===== config.mk =====
export PLATFORM = sky130hd
export DESIGN_NAME = lcd_bus_writer
export DESIGN_NICKNAME = d
export VERILOG_FILES = /design/src/rtl/lcd_bus_writer.sv
export SDC_FILE = /design/constraint.sdc
export NUM_CORES = 1
export LEC_CHECK = 0
export BUFFER_PORTS_ARGS = -buffer_cell sky130_fd_sc_hd__buf_2
export CAP_MARGIN = 40
export CORE_MARGIN = 10
export CORE_UTILIZATION = 35
export CTS_CLUSTER_DIAMETER = 60
export DETAILED_ROUTE_END_ITERATION = 10
export GPL_TIMING_DRIVEN = 0
export PLACE_DENSITY = 0.49
export SLEW_MARGIN = 40
export SYNTH_ARGS = -nofsm -noshare
export SYNTH_HDL_FRONTEND = slang
export SYNTH_SLANG_ARGS = --single-unit

===== constraint.sdc =====
create_clock -name clk -period 2.7 [get_ports clk]
set_clock_uncertainty 0.1 [all_clocks]
set_input_delay 0.81 -clock clk [delete_from_list [all_inputs] [get_ports clk]]
set_output_delay 0.81 -clock clk [all_outputs]
set_load 0.01 [all_outputs]

===== src/rtl/lcd_bus_writer.sv =====
// HD44780 write-only bus driver: buffers {rs, byte} entries in a small FIFO and
// replays each one with setup / enable-pulse / hold / execution-wait timing.
module lcd_bus_writer #(
    parameter int unsigned SETUP_CYC    = 2,
    parameter int unsigned EN_CYC       = 11,
    parameter int unsigned HOLD_CYC     = 1,
    parameter int unsigned WAIT_CYC     = 1000,
    parameter int unsigned CLR_WAIT_CYC = 36000,
    parameter int unsigned DEPTH        = 4,
    parameter int unsigned CNT_W        = 16
) (
    input  logic       clk,
    input  logic       rst,
    input  logic       wr_valid,
    input  logic       wr_rs,
    input  logic [7:0] wr_data,
    output logic       wr_ready,
    output logic       busy,
    output logic       rs,
    output logic       rw,
    output logic       en,
    output logic [7:0] dout
);

    localparam int unsigned PW = $clog2(DEPTH);

    typedef enum logic [2:0] {
        ST_IDLE,
        ST_SETUP,
        ST_PULSE,
        ST_HOLD,
        ST_WAIT
    } state_e;

    state_e           state_q, state_d;
    logic [CNT_W-1:0] cnt_q, cnt_d;
    logic             rs_q, rs_d;
    logic             en_q, en_d;
    logic [7:0]       dout_q, dout_d;
    logic [PW:0]      wr_ptr_q, wr_ptr_d;
    logic [PW:0]      rd_ptr_q, rd_ptr_d;
    logic [8:0]       mem_q [DEPTH];

    logic             full, empty, push, pop, long_wait;
    logic [8:0]       head;

    // Extra pointer MSB tells full (MSBs differ) from empty (pointers equal).
    assign empty = (wr_ptr_q == rd_ptr_q);
    assign full  = (wr_ptr_q[PW] != rd_ptr_q[PW]) &&
                   (wr_ptr_q[PW-1:0] == rd_ptr_q[PW-1:0]);
    assign push  = wr_valid && !full;
    assign head  = mem_q[rd_ptr_q[PW-1:0]];

    // Clear display (0x01) and return home (0x02/0x03) need the long wait.
    assign long_wait = !rs_q && ((dout_q[7:1] == 7'b0000000 && dout_q[0]) ||
                                 (dout_q[7:1] == 7'b0000001));

    always_comb begin
        state_d  = state_q;
        cnt_d    = cnt_q;
        rs_d     = rs_q;
        dout_d   = dout_q;
        en_d     = en_q;
        pop      = 1'b0;
        wr_ptr_d = push ? wr_ptr_q + (PW+1)'(1) : wr_ptr_q;

        case (state_q)
            ST_IDLE: begin
                en_d = 1'b0;
                if (!empty) begin
                    pop     = 1'b1;
                    rs_d    = head[8];
                    dout_d  = head[7:0];
                    cnt_d   = CNT_W'(SETUP_CYC - 1);
                    state_d = ST_SETUP;
                end
            end
            ST_SETUP: begin
                en_d = 1'b0;
                if (cnt_q == '0) begin
                    en_d    = 1'b1;
                    cnt_d   = CNT_W'(EN_CYC - 1);
                    state_d = ST_PULSE;
                end else begin
                    cnt_d = cnt_q - CNT_W'(1);
                end
            end
            ST_PULSE: begin
                en_d = 1'b1;
                if (cnt_q == '0) begin
                    en_d    = 1'b0;
                    cnt_d   = CNT_W'(HOLD_CYC - 1);
                    state_d = ST_HOLD;
                end else begin
                    cnt_d = cnt_q - CNT_W'(1);
                end
            end
            ST_HOLD: begin
                en_d = 1'b0;
                if (cnt_q == '0) begin
                    cnt_d   = long_wait ? CNT_W'(CLR_WAIT_CYC - 1) : CNT_W'(WAIT_CYC - 1);
                    state_d = ST_WAIT;
                end else begin
                    cnt_d = cnt_q - CNT_W'(1);
                end
            end
            ST_WAIT: begin
                en_d = 1'b0;
                if (cnt_q == '0) begin
                    state_d = ST_IDLE;
                end else begin
                    cnt_d = cnt_q - CNT_W'(1);
                end
            end
            default: begin
                en_d    = 1'b0;
                state_d = ST_IDLE;
            end
        endcase

        rd_ptr_d = pop ? rd_ptr_q + (PW+1)'(1) : rd_ptr_q;
    end

    always_ff @(posedge clk or negedge rst) begin
        if (!rst) begin
            state_q  <= ST_IDLE;
            cnt_q    <= '0;
            rs_q     <= 1'b0;
            en_q     <= 1'b0;
            dout_q   <= '0;
            wr_ptr_q <= '0;
            rd_ptr_q <= '0;
        end else begin
            state_q  <= state_d;
            cnt_q    <= cnt_d;
            rs_q     <= rs_d;
            en_q     <= en_d;
            dout_q   <= dout_d;
            wr_ptr_q <= wr_ptr_d;
            rd_ptr_q <= rd_ptr_d;
        end
    end

    // Storage needs no reset: entries are only read between push and pop.
    always_ff @(posedge clk) begin
        if (push) begin
            mem_q[wr_ptr_q[PW-1:0]] <= {wr_rs, wr_data};
        end
    end

    assign wr_ready = !full;
    assign busy     = (state_q != ST_IDLE) || !empty;
    assign rs       = rs_q;
    assign rw       = 1'b0;
    assign en       = en_q;
    assign dout     = dout_q;

endmodule


==> flow_metrics.py <==
metrics = {
    "clock_tree": {
        "cts_buffers": 9,
        "cts_tree": "built",
        "clock_sinks": 71,
        "clkTransAtPathRegs_ns": 0.08,
        "htreeDepth": 3,
        "insertion_delay_ns": 0.36,
        "cts_root_buf": "clkbuf_8",
        "clockBufferDepth": 2,
    },
    "global_route": {
        "grt_overflow": 0,
        "grt_pass1_vias": 2613,
        "grt_max_degree": 36,
        "grt_pass1_wl_um": 13990,
        "track_usage_pct": 12.32,
        "antenna_found_initial": 0,
    },
    "layout": {
        "area_delta_synth_final_pct": 15.52,
        "drive_gt1_share_pct": 26.89,
        "num_antenna_cells": 0,
        "postLayoutCoreUtil_pct": 41.35,
        "fin_nets": 345,
    },
    "synth": {
        "synth_top_cell_area_share_pct": 30.90,
        "syn_avg_cell_area_um2": 12.11,
        "yosysSeqAreaShare_pct": 55.94,
        "synthArstFlopShare_pct": 49.30,
        "yosys_most_used_dff": "edfxtp_1",
        "synth_cells": 289,
        "synth.distinct_cells": 57,
        "synth-edff-count": 36,
        "synth_area_um2": 3498,
        "yosys_warnings": 0,
        "synthTopCellsByCount": "edfxtp_1, dfrtp_1, nand2_1",
        "yosysMostFrequentCell": "edfxtp_1",
        "synth-seq-cells": 71,
        "synth_area_leaders": "edfxtp_1, dfrtp_1, mux4_2, mux2_2, ha_1",
        "yosysTopAreaCell": "edfxtp_1",
        "syn_nets": 308,
    },
    "timing": {
        "fin_crit_ns": 2.603,
        "fmax_mhz": 384.1,
        "finalHoldViolations": 0,
        "slew-limit-headroom_pct": 46.72,
        "setup_viol": 0,
        "fin_crit_sh_pct": 96.42,
        "layout_setup_ws_ns": 0.09662,
        "worstMarginPinSlew_ns": 0.7919,
        "slew_violations": 0,
    },
    "run": {
        "max_cap_viol_count": 0,
    },
    "status": {
        "status": "completed",
    },
    "critical_path": {
        "start_kind": "register",
        "crit_type": "reg -> reg",
        "cp.required_ns": 2.85,
        "endpoint_kind": "register",
        "cp_max_fo": 10,
        "arrival_ns": 2.76,
    },
    "route": {
        "drc_errors": 0,
        "num_vias": 2491,
        "dr.pass1.iters": 4,
        "wl_um": 8356,
        "drt_iter0_markers": 130,
        "vias_per_cell": 5.369,
        "wl_per_cell_um": 18.01,
        "postRouteAntennaNets": 0,
    },
    "floorplan": {
        "coreArea_um2": 9774,
        "die_area_um2": 14390,
        "die_h_um": 120.0,
        "die_x_um": 120.0,
        "boundaryPins": 25,
        "rows": 36,
        "initial_core_util_pct": 35.79,
    },
    "power_and_ir_drop": {
        "powerDensity_nw_per_um2": 1070,
        "p_leak_nw": 1.542,
        "vdd_drop_max_mv": 0.4591,
        "power_mw": 4.324,
    },
    "place": {
        "port_buffers": 23,
        "hpwlAfterDp_um": 5748,
        "gp_congestion": 0.8440,
        "place_ws_ns": -0.2502,
    },
    "hold_path": {
        "min_path_type": "in -> async",
    },
}
-- final cells by class --
cell class,instances,area [um2]
tap,133,166.4
multi-input combinational,191,1466
buffer,13,77.57
clock buffer,9,123.9
sequential,71,1959
timing repair buffer,28,155.1
clock inverter,7,47.55
fill,942,5733
inverter,12,45.04
-- stage by stage --
stage / cells / instance area, um2 / hold slack [ns] / TNS [ns]
4_1_cts: 460 / 3968 / 0.3110 / 0
3_5_place_dp: 445 / 3784 / 0.3761 / -2.319
3_3_place_gp: 445 / 3780 / 0.3749 / -2.066
5_1_grt: 464 / 4041 / 0.3323 / -0.007550
6_report: 464 / 4041 / 0.2938 / 0
2_1_floorplan: 289 / 3498 / 0.3440 / 0
-- sequential cells by signal, indices dropped and copies added, names as in the netlist --
| register | count |
|---|---|
| cnt_q | 16 |
| dout | 8 |
| en | 1 |
| mem_q | 36 |
| rd_ptr_q | 3 |
| rs | 1 |
| state_q | 3 |
| wr_ptr_q | 3 |
-- power breakdown --
part           internal, mW  leakage [nW]  total, mW  switching (mW)
registers              1.51         0.758       1.80           0.293
clock network         0.335        0.0874      0.775           0.440
logic                 0.772         0.697       1.75           0.975
-- final timing paths --
kind / from / end / slack [ns] / depth (start not counted)
max reg2reg: cnt_q[0]$_DFFE_PN0P_ / cnt_q[1]$_DFFE_PN0P_ / 0.1 / 8
max in group asynchronous: rst / cnt_q[7]$_DFFE_PN0P_ / 1.81 / 1
min in group clk: wr_ptr_q[2]$_DFFE_PN0P_ / wr_ptr_q[2]$_DFFE_PN0P_ / 0.39 / 1
min reg2reg: wr_ptr_q[2]$_DFFE_PN0P_ / wr_ptr_q[2]$_DFFE_PN0P_ / 0.39 / 1
min: rst / cnt_q[13]$_DFFE_PN0P_ / 0.29 / 1
max: cnt_q[0]$_DFFE_PN0P_ / cnt_q[1]$_DFFE_PN0P_ / 0.1 / 8
-- critical path: stages, from the launching register on --
cell	delay [ns]
dfrtp_2	0.45
inv_2	0.08
ha_1	0.13
or4b_4	0.52
or4_4	0.59
buf_8	0.17
a21oi_2	0.13
a211oi_1	0.06
a211o_1	0.28
-- kinds of logic after synthesis --
logic type,count (synthesis),synth area share [%]
AO/OA/AOI/OAI,65,13.05
XOR/XNOR,9,2.253
adder cells (fa/ha/maj),7,2.503
buffers and inverters,27,3.397
flip-flops,71,55.94
multiplexers,19,9.013
other,1,0.1072
AND/OR/NAND/NOR,90,13.73
-- repair_timing --
item	CTS	global route
resized for setup	5	10
setup endpoints to repair	18	24
hold buffers	0	0
pin swaps	0	1
setup buffers	0	5
-- cells in the final DEF, fill, tap and decap left out, types with 3 or more instances in the layout --
cell,netlist,final
a2bb2oi_1,4,4
a21oi_1,13,13
or3_1,4,4
a211oi_1,3,3
inv_1,12,11
dfrtp_1,35,33
a31oi_1,4,4
buf_4,2,7
nor2_1,15,14
nor3_1,12,12
and2_1,5,5
buf_2,2,25
nor4_1,12,10
nand2_1,20,20
nand3_1,6,6
or4_1,5,4
ha_1,7,7
clkbuf_1,9,5
o21ai_0,6,6
mux2_2,10,10
xor2_1,6,6
xnor2_1,3,3
clkbuf_8,0,9
o211ai_1,3,3
edfxtp_1,36,36
mux4_2,9,9
o21ai_1,7,7
-- layer usage --
| layer | global-route usage (%) | vias up | wire, um |
|---|---|---|---|
| li1 | - | 1190 | - |
| met2 | 18.43 | 45 | 3870 |
| met1 | 16.26 | 1245 | 4041 |
| met3 | 3.469 | 11 | 314 |
| met5 | 0 | - | 0 |
| met4 | 5.430 | 0 | 129 |
(Power assumes the default switching activity.)
